`config.mk`:
```
export PLATFORM = sky130hd
export DESIGN_NAME = inpoutp_scan_ctrl_flat
export DESIGN_NICKNAME = d
export VERILOG_FILES = /design/src/rtl/inpoutp_scan_ctrl_pkg.sv /design/src/rtl/inpoutp_scan_ctrl_if.sv /design/src/rtl/inpoutp_vec_gen.sv /design/src/rtl/inpoutp_scan_ctrl.sv /design/src/flat_wrapper.sv
export SDC_FILE = /design/constraint.sdc
export NUM_CORES = 1
export LEC_CHECK = 0
export ABC_AREA = 0
export CORE_ASPECT_RATIO = 1.2
export CORE_MARGIN = 4
export CORE_UTILIZATION = 45
export DETAILED_ROUTE_END_ITERATION = 7
export PLACE_DENSITY_LB_ADDON = 0.1
export SLEW_MARGIN = 20
export SYNTH_ARGS = -nofsm -noshare
export SYNTH_HDL_FRONTEND = slang
export SYNTH_HIERARCHICAL = 1
export SYNTH_SLANG_ARGS = --single-unit
export TNS_END_PERCENT = 1
```
`constraint.sdc`:
```
create_clock -name clk -period 2.7 [get_ports clk]
set_input_delay 0.54 -clock clk [delete_from_list [all_inputs] [get_ports clk]]
set_output_delay 0.54 -clock clk [all_outputs]
set_load 0.05 [all_outputs]
```
`src/rtl/inpoutp_scan_ctrl_pkg.sv`:
```
// Shared definitions for the truth-table scan sequencer: state encodings, widths, result record.
// Imported by the controller, its interface and the vector generator.
package inpoutp_scan_ctrl_pkg;

    localparam int NUM_VEC = 16;
    localparam int VEC_W   = 4;
    localparam int CNT_W   = 5;

    typedef logic [VEC_W-1:0] vec_t;

    typedef enum logic [2:0] {
        ST_IDLE   = 3'd0,
        ST_DRIVE  = 3'd1,
        ST_SETTLE = 3'd2,
        ST_SAMPLE = 3'd3,
        ST_DONE   = 3'd4
    } state_e;

    // Everything the scan reports back; cleared together on start acceptance.
    typedef struct packed {
        logic [NUM_VEC-1:0] truth_table;
        logic               mismatch;
        logic [CNT_W-1:0]   mismatch_count;
        vec_t               first_fail_idx;
    } res_t;

endpackage

```
`src/rtl/inpoutp_scan_ctrl_if.sv`:
```
// Bundle between config/test logic plus the combinational block (master) and the scan controller (slave).
// master drives requests and Z; slave drives A..D and the scan results.
interface inpoutp_scan_ctrl_if;
    import inpoutp_scan_ctrl_pkg::*;

    logic               start;
    logic               abort;
    logic               gray_mode;
    logic [NUM_VEC-1:0] expected;
    logic               a_o;
    logic               b_o;
    logic               c_o;
    logic               d_o;
    logic               z_i;
    logic               busy;
    logic               done;
    logic [NUM_VEC-1:0] truth_table;
    logic               mismatch;
    logic [CNT_W-1:0]   mismatch_count;
    vec_t               first_fail_idx;

    modport master (
        output start, abort, gray_mode, expected, z_i,
        input  a_o, b_o, c_o, d_o, busy, done,
        input  truth_table, mismatch, mismatch_count, first_fail_idx
    );

    modport slave (
        input  start, abort, gray_mode, expected, z_i,
        output a_o, b_o, c_o, d_o, busy, done,
        output truth_table, mismatch, mismatch_count, first_fail_idx
    );

endinterface

```
`src/rtl/inpoutp_vec_gen.sv`:
```
// Maps a scan index to the applied input vector: straight binary, or reflected Gray code.
// Purely combinational, zero latency, no flow control.
module inpoutp_vec_gen
    import inpoutp_scan_ctrl_pkg::*;
(
    input  vec_t idx,
    input  logic gray,
    output vec_t vec
);

    assign vec = gray ? (idx ^ (idx >> 1)) : idx;

endmodule

```
`src/rtl/inpoutp_scan_ctrl.sv`:
```
// Walks A..D through all 16 vectors, samples Z after a settle window and builds the truth table plus mismatch summary.
// SETTLE_CYCLES+2 cycles per vector; start is ignored unless idle, abort returns to idle on the next edge.
module inpoutp_scan_ctrl
    import inpoutp_scan_ctrl_pkg::*;
#(
    parameter int SETTLE_CYCLES = 2
) (
    input  logic                 clk,
    input  logic                 rst_n,
    inpoutp_scan_ctrl_if.slave   bus
);

    localparam logic [3:0] SETTLE_LAST = 4'(SETTLE_CYCLES - 1);
    localparam vec_t       LAST_IDX    = vec_t'(NUM_VEC - 1);

    state_e     state_q, state_d;
    vec_t       idx_q, idx_d;
    logic       gray_q, gray_d;
    logic [3:0] cnt_q, cnt_d;
    res_t       res_q, res_d;

    vec_t       cur_vec;
    logic       z_miss;
    logic       busy;

    inpoutp_vec_gen u_vec_gen (
        .idx  (idx_q),
        .gray (gray_q),
        .vec  (cur_vec)
    );

    assign z_miss = bus.z_i ^ bus.expected[cur_vec];

    always_comb begin
        state_d = state_q;
        idx_d   = idx_q;
        gray_d  = gray_q;
        cnt_d   = cnt_q;
        res_d   = res_q;

        unique case (state_q)
            ST_IDLE: begin
                // abort has priority over a coincident start
                if (bus.start && !bus.abort) begin
                    state_d = ST_DRIVE;
                    idx_d   = '0;
                    gray_d  = bus.gray_mode;
                    cnt_d   = '0;
                    res_d   = '0;
                end
            end

            ST_DRIVE: begin
                cnt_d   = '0;
                state_d = bus.abort ? ST_IDLE : ST_SETTLE;
            end

            ST_SETTLE: begin
                if (bus.abort) begin
                    state_d = ST_IDLE;
                end else if (cnt_q == SETTLE_LAST) begin
                    state_d = ST_SAMPLE;
                end else begin
                    cnt_d = cnt_q + 4'd1;
                end
            end

            ST_SAMPLE: begin
                // Capture happens even when abort arrives in this cycle.
                res_d.truth_table[cur_vec] = bus.z_i;
                if (z_miss) begin
                    res_d.mismatch_count = res_q.mismatch_count + CNT_W'(1);
                    if (res_q.mismatch_count == '0) begin
                        res_d.first_fail_idx = cur_vec;
                    end
                end

                if (bus.abort) begin
                    state_d = ST_IDLE;
                end else if (idx_q == LAST_IDX) begin
                    state_d        = ST_DONE;
                    res_d.mismatch = (res_d.mismatch_count != '0);
                end else begin
                    idx_d   = idx_q + vec_t'(1);
                    state_d = ST_DRIVE;
                end
            end

            ST_DONE: begin
                state_d = ST_IDLE;
            end

            default: begin
                state_d = ST_IDLE;
            end
        endcase
    end

    always_ff @(posedge clk or negedge rst_n) begin
        if (!rst_n) begin
            state_q <= ST_IDLE;
            idx_q   <= '0;
            gray_q  <= 1'b0;
            cnt_q   <= '0;
            res_q   <= '0;
        end else begin
            state_q <= state_d;
            idx_q   <= idx_d;
            gray_q  <= gray_d;
            cnt_q   <= cnt_d;
            res_q   <= res_d;
        end
    end

    // Outputs decode straight from flops so an async reset clears them without waiting for an edge.
    assign busy = (state_q == ST_DRIVE) || (state_q == ST_SETTLE) || (state_q == ST_SAMPLE);

    assign bus.busy           = busy;
    assign bus.done           = (state_q == ST_DONE);
    assign bus.a_o            = busy & cur_vec[3];
    assign bus.b_o            = busy & cur_vec[2];
    assign bus.c_o            = busy & cur_vec[1];
    assign bus.d_o            = busy & cur_vec[0];
    assign bus.truth_table    = res_q.truth_table;
    assign bus.mismatch       = res_q.mismatch;
    assign bus.mismatch_count = res_q.mismatch_count;
    assign bus.first_fail_idx = res_q.first_fail_idx;

endmodule
```
`src/flat_wrapper.sv`:
```
// flat-port wrapper written by rule: the top's interface ports become plain ports
module inpoutp_scan_ctrl_flat import inpoutp_scan_ctrl_pkg::*;
#(
    parameter int SETTLE_CYCLES = 2
)
  (clk, rst_n, bus_start, bus_abort, bus_gray_mode, bus_expected, bus_z_i, bus_a_o, bus_b_o, bus_c_o, bus_d_o, bus_busy, bus_done, bus_truth_table, bus_mismatch, bus_mismatch_count, bus_first_fail_idx);
  inpoutp_scan_ctrl_if bus_i ();
  input  logic clk;
  input  logic rst_n;
  input wire logic [$bits(bus_i.start)-1:0] bus_start;
  input wire logic [$bits(bus_i.abort)-1:0] bus_abort;
  input wire logic [$bits(bus_i.gray_mode)-1:0] bus_gray_mode;
  input wire logic [$bits(bus_i.expected)-1:0] bus_expected;
  input wire logic [$bits(bus_i.z_i)-1:0] bus_z_i;
  output wire logic [$bits(bus_i.a_o)-1:0] bus_a_o;
  output wire logic [$bits(bus_i.b_o)-1:0] bus_b_o;
  output wire logic [$bits(bus_i.c_o)-1:0] bus_c_o;
  output wire logic [$bits(bus_i.d_o)-1:0] bus_d_o;
  output wire logic [$bits(bus_i.busy)-1:0] bus_busy;
  output wire logic [$bits(bus_i.done)-1:0] bus_done;
  output wire logic [$bits(bus_i.truth_table)-1:0] bus_truth_table;
  output wire logic [$bits(bus_i.mismatch)-1:0] bus_mismatch;
  output wire logic [$bits(bus_i.mismatch_count)-1:0] bus_mismatch_count;
  output wire logic [$bits(bus_i.first_fail_idx)-1:0] bus_first_fail_idx;
  assign bus_i.start = bus_start;
  assign bus_i.abort = bus_abort;
  assign bus_i.gray_mode = bus_gray_mode;
  assign bus_i.expected = bus_expected;
  assign bus_i.z_i = bus_z_i;
  assign bus_a_o = bus_i.a_o;
  assign bus_b_o = bus_i.b_o;
  assign bus_c_o = bus_i.c_o;
  assign bus_d_o = bus_i.d_o;
  assign bus_busy = bus_i.busy;
  assign bus_done = bus_i.done;
  assign bus_truth_table = bus_i.truth_table;
  assign bus_mismatch = bus_i.mismatch;
  assign bus_mismatch_count = bus_i.mismatch_count;
  assign bus_first_fail_idx = bus_i.first_fail_idx;
  inpoutp_scan_ctrl #(.SETTLE_CYCLES(SETTLE_CYCLES)) u_core (.clk(clk), .rst_n(rst_n), .bus(bus_i));
endmodule
```
; ---- Word-level counts from Yosys, hierarchy flattened
; Cells that the tools add are included.
[classes]
addsub = 3
order_cmp = 2
eq_ne = 15
muxes = 27
bitwise_logic = 6
reduce_logical = 17
[op_table]
columns = cell, n
row1 = 26-bit case mux with 2 select lines, 1
row2 = 4-bit 2-to-1 mux, 7
row3 = 26-bit 2-to-1 mux, 1
row4 = 9-bit 2-to-1 mux, 2
row5 = 16-bit bitwise mux, 1
row6 = 4-bit AND reduction, 4
row7 = 3-bit 2-to-1 mux, 5
row8 = 3-bit case mux with 4 select lines, 1
row9 = 4-bit case mux with 3 select lines, 1
row10 = "4-bit by 1-bit adder with 4-bit output, second input constant", 2
row11 = "2-bit by 1-bit inequality test with 1-bit output, second input constant", 4
row12 = "2-bit inequality test, second input constant", 4
row13 = 4-bit case mux with 2 select lines, 1
row14 = "3-bit by 2-bit == test with 1-bit output, second input constant", 2
row15 = 2-bit AND reduction, 3
row16 = "5-bit by 1-bit adder with 5-bit output, second input constant", 1
row17 = 5-bit logical NOT, 1
row18 = "4-bit by 5-bit less-than comparator with 1-bit output, second input constant", 1
row19 = 5-bit nonzero test, 1
row20 = 1-bit bitwise AND, 4
row21 = 1-bit binary-select mux with 4-bit select, 1
row22 = 1-bit demux with 4-bit select, 1
row23 = "4-bit by 1-bit == test with 1-bit output, second input constant", 1
row24 = "4-bit == test, second input constant", 1
row25 = 14 further kinds, 19
[word_totals]
register_bits = 38
in_bits = 22
output_inout_bits = 32
wordCells = 78

; ---- Longest topological paths before layout
; Gate-level depths: netlist (run 1).
[depth]
ltp_word = 11
depth_mapped = 9
ltp_nobuf = 7

; ---- Hierarchy
; Netlist (run 1), hierarchy kept.
[by_module_without_submodules]
columns = mod, n_inst, cells_per_inst, area_each_um2
row1 = inpoutp_scan_ctrl, 1, 227, 2154.6
row2 = inpoutp_vec_gen, 1, 7, 45.0

; ---- Worst setup path after synthesis (run 1)
; No wires, ideal clock.
[synth_timing]
path_kind = register to register
start = register u_core.idx_q[3]
end = register u_core.res_q, in the netlist u_core/bus.mismatch
setup_time_ns = 0.122
arrival_ns = 2.802
setup_slack_ns = -0.224
path_stages_with_launch = 9
n_path_buf = 1
synth_period_minus_slack_ns = 2.924
path_cell_list = dfrtp_1 > nand2_1 > xnor2_1 > buf_6 > mux4_1 > mux4_2 > xnor2_2 > or4b_2 > a32o_1
[synth_between]
elab_chain_cells = 11
elab_cells_between_ends = 14
classes_between = 2 x eq/ne / 8 x mux / 2 x bitwise / 2 x reduce/logical
[synth_lines]
columns = item, line_no
row1 = from (decl), inpoutp_scan_ctrl.sv:17  ; vec_t idx_q, idx_d;
row2 = from (signal assigned), inpoutp_scan_ctrl.sv:108  ; idx_q <= idx_d;
row3 = 4-bit by 3-bit bitwise XOR with 4-bit output, inpoutp_vec_gen.sv:11  ; assign vec = gray ? (idx ^ (idx >> 1)) : idx;
row4 = 4-bit 2-to-1 mux, inpoutp_vec_gen.sv:11
row5 = net u_core.cur_vec[2], inpoutp_scan_ctrl.sv:22  ; vec_t cur_vec;
row6 = 1-bit binary-select mux with 4-bit select, inpoutp_scan_ctrl.sv:32  ; assign z_miss = bus.z_i ^ bus.expected[cur_vec];
row7 = 1-bit 2-to-1 mux (implied by the code), inpoutp_scan_ctrl.sv:32
row8 = 1-bit bitwise XOR, inpoutp_scan_ctrl.sv:32
row9 = 9-bit 2-to-1 mux, inpoutp_scan_ctrl.sv:71  ; if (z_miss) begin
row10 = 9-bit 2-to-1 mux, inpoutp_scan_ctrl.sv:41  ; unique case (state_q)
row11 = 5-bit nonzero test, inpoutp_scan_ctrl.sv:82  ; res_d.mismatch = (res_d.mismatch_count != '0);
row12 = 1-bit 2-to-1 mux, inpoutp_scan_ctrl.sv:80  ; end else if (idx_q == LAST_IDX) begin
row13 = 1-bit 2-to-1 mux, inpoutp_scan_ctrl.sv:78  ; if (bus.abort) begin
row14 = 26-bit case mux with 2 select lines, inpoutp_scan_ctrl.sv:41
row15 = to (signal assigned), inpoutp_scan_ctrl.sv:111  ; res_q <= res_d;
row16 = to (decl), inpoutp_scan_ctrl.sv:20  ; res_t res_q, res_d;
; The timed path passes the listed nets, and every way through them passes these cells. The select of a mux whose other input is x is not followed.
; A chain may end at the register's enable or synchronous reset.

; ---- Worst setup path in the final report (run 1)
; Same ends and word-level chain as after synthesis.

==> impl_results.rst, run 1 <==
.. list-table::
   :header-rows: 1

   * - Metric
     - Value
   * - LEAKAGE
     - 1.271 nW
   * - Leading post-synthesis cells by cell area
     - dfrtp_1 (43%), o21ai_0 (8.2%), a21oi_1 (3.6%), mux4_1 (3.6%), nand2_1 (2.9%)
   * - Clk Latency, worst-skew pair
     - 0.29 ns
   * - Share of final-layout standard cells stronger than drive strength 1
     - 13.22%
   * - Deepest clock path buffer count
     - 2
   * - P&R area growth vs syn
     - 32.59%
   * - Synth warn
     - 6
   * - Number of flops mapped to enable cells by yosys
     - 0
   * - Startpoint type of the worst setup path
     - flop
   * - Maximum number of pins on one net before global-route repair
     - 39
   * - Maximum level of the CTS H-tree
     - 2
   * - Layout net count
     - approximately 320
   * - Most frequent cell after synthesis
     - dfrtp_1
   * - Worst clock skew on the final layout
     - 0.008319 ns
   * - Cells traversed along the worst timing path
     - nand2_1, xnor2_1, buf_4, mux4_2, mux4_2, xnor2_2, or4b_4, a32o_1
   * - Layout Utilization
     - between 60 and 70%
   * - Worst-path maximum fanout
     - 5
   * - Final worst path period share
     - 103.1%
   * - WL final
     - 5559 µm
   * - Max Clk Rate
     - between 0.3 and 0.4 GHz
   * - Most frequent cells after synthesis
     - dfrtp_1 (38), o21ai_0 (36), nand2_1 (17), a21oi_1 (16), nor2_1 (16)
   * - Diode count
     - 0
   * - Share of flip-flops with an asynchronous set or reset after synthesis
     - 100.0%
   * - Chip Width
     - 71.82 µm
   * - Net count of the mapped netlist
     - 261
   * - Inserted Clock Buffers
     - 5
   * - Type of the worst min-delay path
     - in -> async
   * - Number of top-level pins
     - 54
   * - Count of antenna-violating nets left after detailed routing
     - 0
   * - Initial antenna violation count
     - 0
   * - Synthesized flop and latch total
     - 38
   * - Violation count after the first detailed-routing iteration
     - 124
   * - 1st-pass router iterations
     - 4
   * - Hold bufs inserted after CTS
     - 0
   * - # port buffers
     - 53
   * - Power density normalized to cell area
     - 461.9 mW/mm²
   * - Ratio of routed vias to standard cells
     - approximately 5.7
   * - Count of final hold-check violations
     - 0
   * - Min Clock Period, post-route
     - about 2.8 ns
   * - CP Data Arrival Time
     - 2.96 ns
   * - Vias in the first global route
     - 2085
   * - Sequential area share after synthesis
     - between 40% and 50%
   * - Peak supply drop
     - 0.3128 mV
   * - Final-report setup violation count
     - 7
   * - Worst path required time
     - 2.87 ns
   * - Main flop type after synthesis
     - dfrtp_1
   * - Classification of the worst setup path
     - reg -> reg
   * - Die footprint
     - 0.006075 mm²
   * - Reg clk slew, reported paths
     - 0.08 ns
   * - Post-Synthesis Cells
     - 234
   * - Measured slew at the worst slew-check pin
     - 0.8654 ns
   * - Avg Inst Size Synth
     - approximately 9.4 µm²
   * - Post-synth design cell area
     - 0.002200 mm²
   * - Global-route wire length before repair
     - between 9000 and 10000 µm
   * - CTS tree
     - built
   * - GP Congestion
     - 0.8053
   * - Mean routed wirelength per cell
     - between 15 and 20 µm
   * - Worst-case hold slack
     - 0.3505 ns
   * - Initial core utilization
     - between 40% and 50%
   * - Unique cell type count in the Yosys netlist
     - 41
   * - GR Overflow Total
     - 0
   * - Minimum setup slack in the final design
     - -0.08417 ns
   * - DPL Wire Length
     - roughly 4100 µm
   * - DRC errors left
     - 0
   * - Largest stage delay on the critical path
     - 0.53 ns
   * - Count of pins over their slew limit
     - 0
   * - Overall fraction of global-route tracks in use
     - 20.09%
   * - Crit path top cell by count
     - mux4_2
   * - FILL cells
     - 429
   * - Run status
     - finished, violations left
   * - Most area-hungry cell type in the Yosys netlist
     - dfrtp_1
   * - Crit-path slowest cell
     - mux4_2
   * - Placeable core area
     - 0.004662 mm²
   * - Type of element capturing the critical path
     - flop
   * - Worst slew slack as a fraction of its limit
     - 42.31%
   * - Final Total Pwr
     - 0.001347 W
   * - Clock root buffer
     - clkbuf_8
   * - Clock Sinks
     - 38
   * - Setup slack after placement
     - -0.2666 ns
   * - Maximum Capacitance Violations
     - 0
   * - Height of the die
     - between 80 and 90 µm
   * - RSZ-0062 raised after global routing
     - yes
   * - Total setup buffers inserted after CTS
     - 0
   * - Vias after detailed routing
     - 2006
   * - Cell row count
     - 27
   * - Failing checks
     - negative setup slack
   * - Area share of the largest cell type after synthesis
     - 43.23%
per-layer routing:
layer  part of all wire, %  global-route usage [%]  up-vias  wire length [µm]
met5                     0                       0        -                 0
met1                    41                   25.23      960              2290
met4                   2.2                   7.692        0               122
met2                    52                   33.78       58              2885
met3                   4.7                   3.832       12               260
li1                      -                       -      976                 -
placed cells by master, fill, tap and decap left out, types with 6 or more instances in the layout:
| master | synthesis | layout |
|---|---|---|
| nor3_1 | 7 | 7 |
| and2_1 | 7 | 7 |
| dfrtp_1 | 38 | 38 |
| inv_1 | 7 | 7 |
| clkdlybuf4s50_1 | 0 | 48 |
| nand3_1 | 11 | 11 |
| nor2_1 | 16 | 16 |
| nand2_1 | 17 | 17 |
| buf_4 | 1 | 17 |
| a21oi_1 | 16 | 16 |
| o21ai_0 | 36 | 36 |
| clkbuf_8 | 0 | 6 |
timing repair:
item	4_1_cts	5_1_grt
pin swaps	2	0
resized for setup	0	0
endpoints found under the setup margin	7	10
worst paths after layout:
path	from	cells after the start	slack, ns	end
worst max-delay path	u_core/idx_q[3]	8	-0.08	u_core/bus.mismatch
worst min register to register	u_core/bus.truth_table[9]	2	0.51	u_core/bus.truth_table[9]
min in group clk	u_core/bus.truth_table[9]	2	0.51	u_core/bus.truth_table[9]
max in group asynchronous	rst_n	1	1.79	u_core/bus.first_fail_idx[1]
worst min-delay path	rst_n	1	0.35	u_core/bus.truth_table[9]
worst max register to register	u_core/idx_q[3]	8	-0.08	u_core/bus.mismatch
power breakdown:
part | internal [W] | switching (W)
clock network | 0.000206 | 0.000195
registers | 0.000592 | 0.0000262
logic | 0.000141 | 0.000187
worst max-delay path: cells and delay by family, from the launching register on:
family / cells / cell delay, ns
muxes: 2 / 1.02
and+or+nand+nor: 2 / 0.56
DFF: 1 / 0.38
xor gates and xnor gates: 2 / 0.29
AOI/OAI and AO/OA: 1 / 0.25
buffers and inverters: 1 / 0.18
per-stage QoR:
stage	area, µm²	cells	setup TNS (ns)
final	2917	353	-0.3665
after global routing	2917	353	-1.690
after CTS	2917	353	-0.4455
after detailed placement	2825	345	-2.034
after global placement	2825	345	-1.794
after floorplan	2192	234	-0.1460
sequential cells by signal, indices dropped and copies added, names as in the netlist:
register and cells:
u_core/idx_q 4, u_core/cnt_q 4, u_core/bus.mismatch 1, u_core/bus.first_fail_idx 4
u_core/gray_q 1, u_core/bus.mismatch_count 5, u_core/bus.truth_table 16, u_core/state_q 3
layout make-up:
type,instances,area (µm²),share of cell area (%)
clock buffers,7,86.33,2.960
clock inverters,1,5.005,0.1716
inverters,7,26.28,0.9009
multi-input cells,175,1142,39.17
flip-flops and latches,38,950.9,32.60
well taps,58,72.57,2.488
repair buffers,67,633.1,21.71
cells by family after synthesis:
kind of cell    share of synthesized area, %
simple gates                           19.11
buf+inv                                4.494
compound gates                         19.51
flops                                  43.23
mux                                    7.679
xor+xnor                               3.129
fa+ha+maj                              2.844
No activity file was read; power rests on OpenSTA's default activity.
==> inputs of run 2 (changes only) <==
--- a/config.mk
+++ b/config.mk
@@ -10,10 +10,11 @@
 export CORE_MARGIN = 4
 export CORE_UTILIZATION = 45
 export DETAILED_ROUTE_END_ITERATION = 7
+export HOLD_SLACK_MARGIN = 0.15
 export PLACE_DENSITY_LB_ADDON = 0.1
 export SLEW_MARGIN = 20
 export SYNTH_ARGS = -nofsm -noshare
 export SYNTH_HDL_FRONTEND = slang
 export SYNTH_HIERARCHICAL = 1
 export SYNTH_SLANG_ARGS = --single-unit
-export TNS_END_PERCENT = 1
+export TNS_END_PERCENT = 10
==> results of run 2 <==
No change in the layout: final DEF, timing and power equal those of run 1.
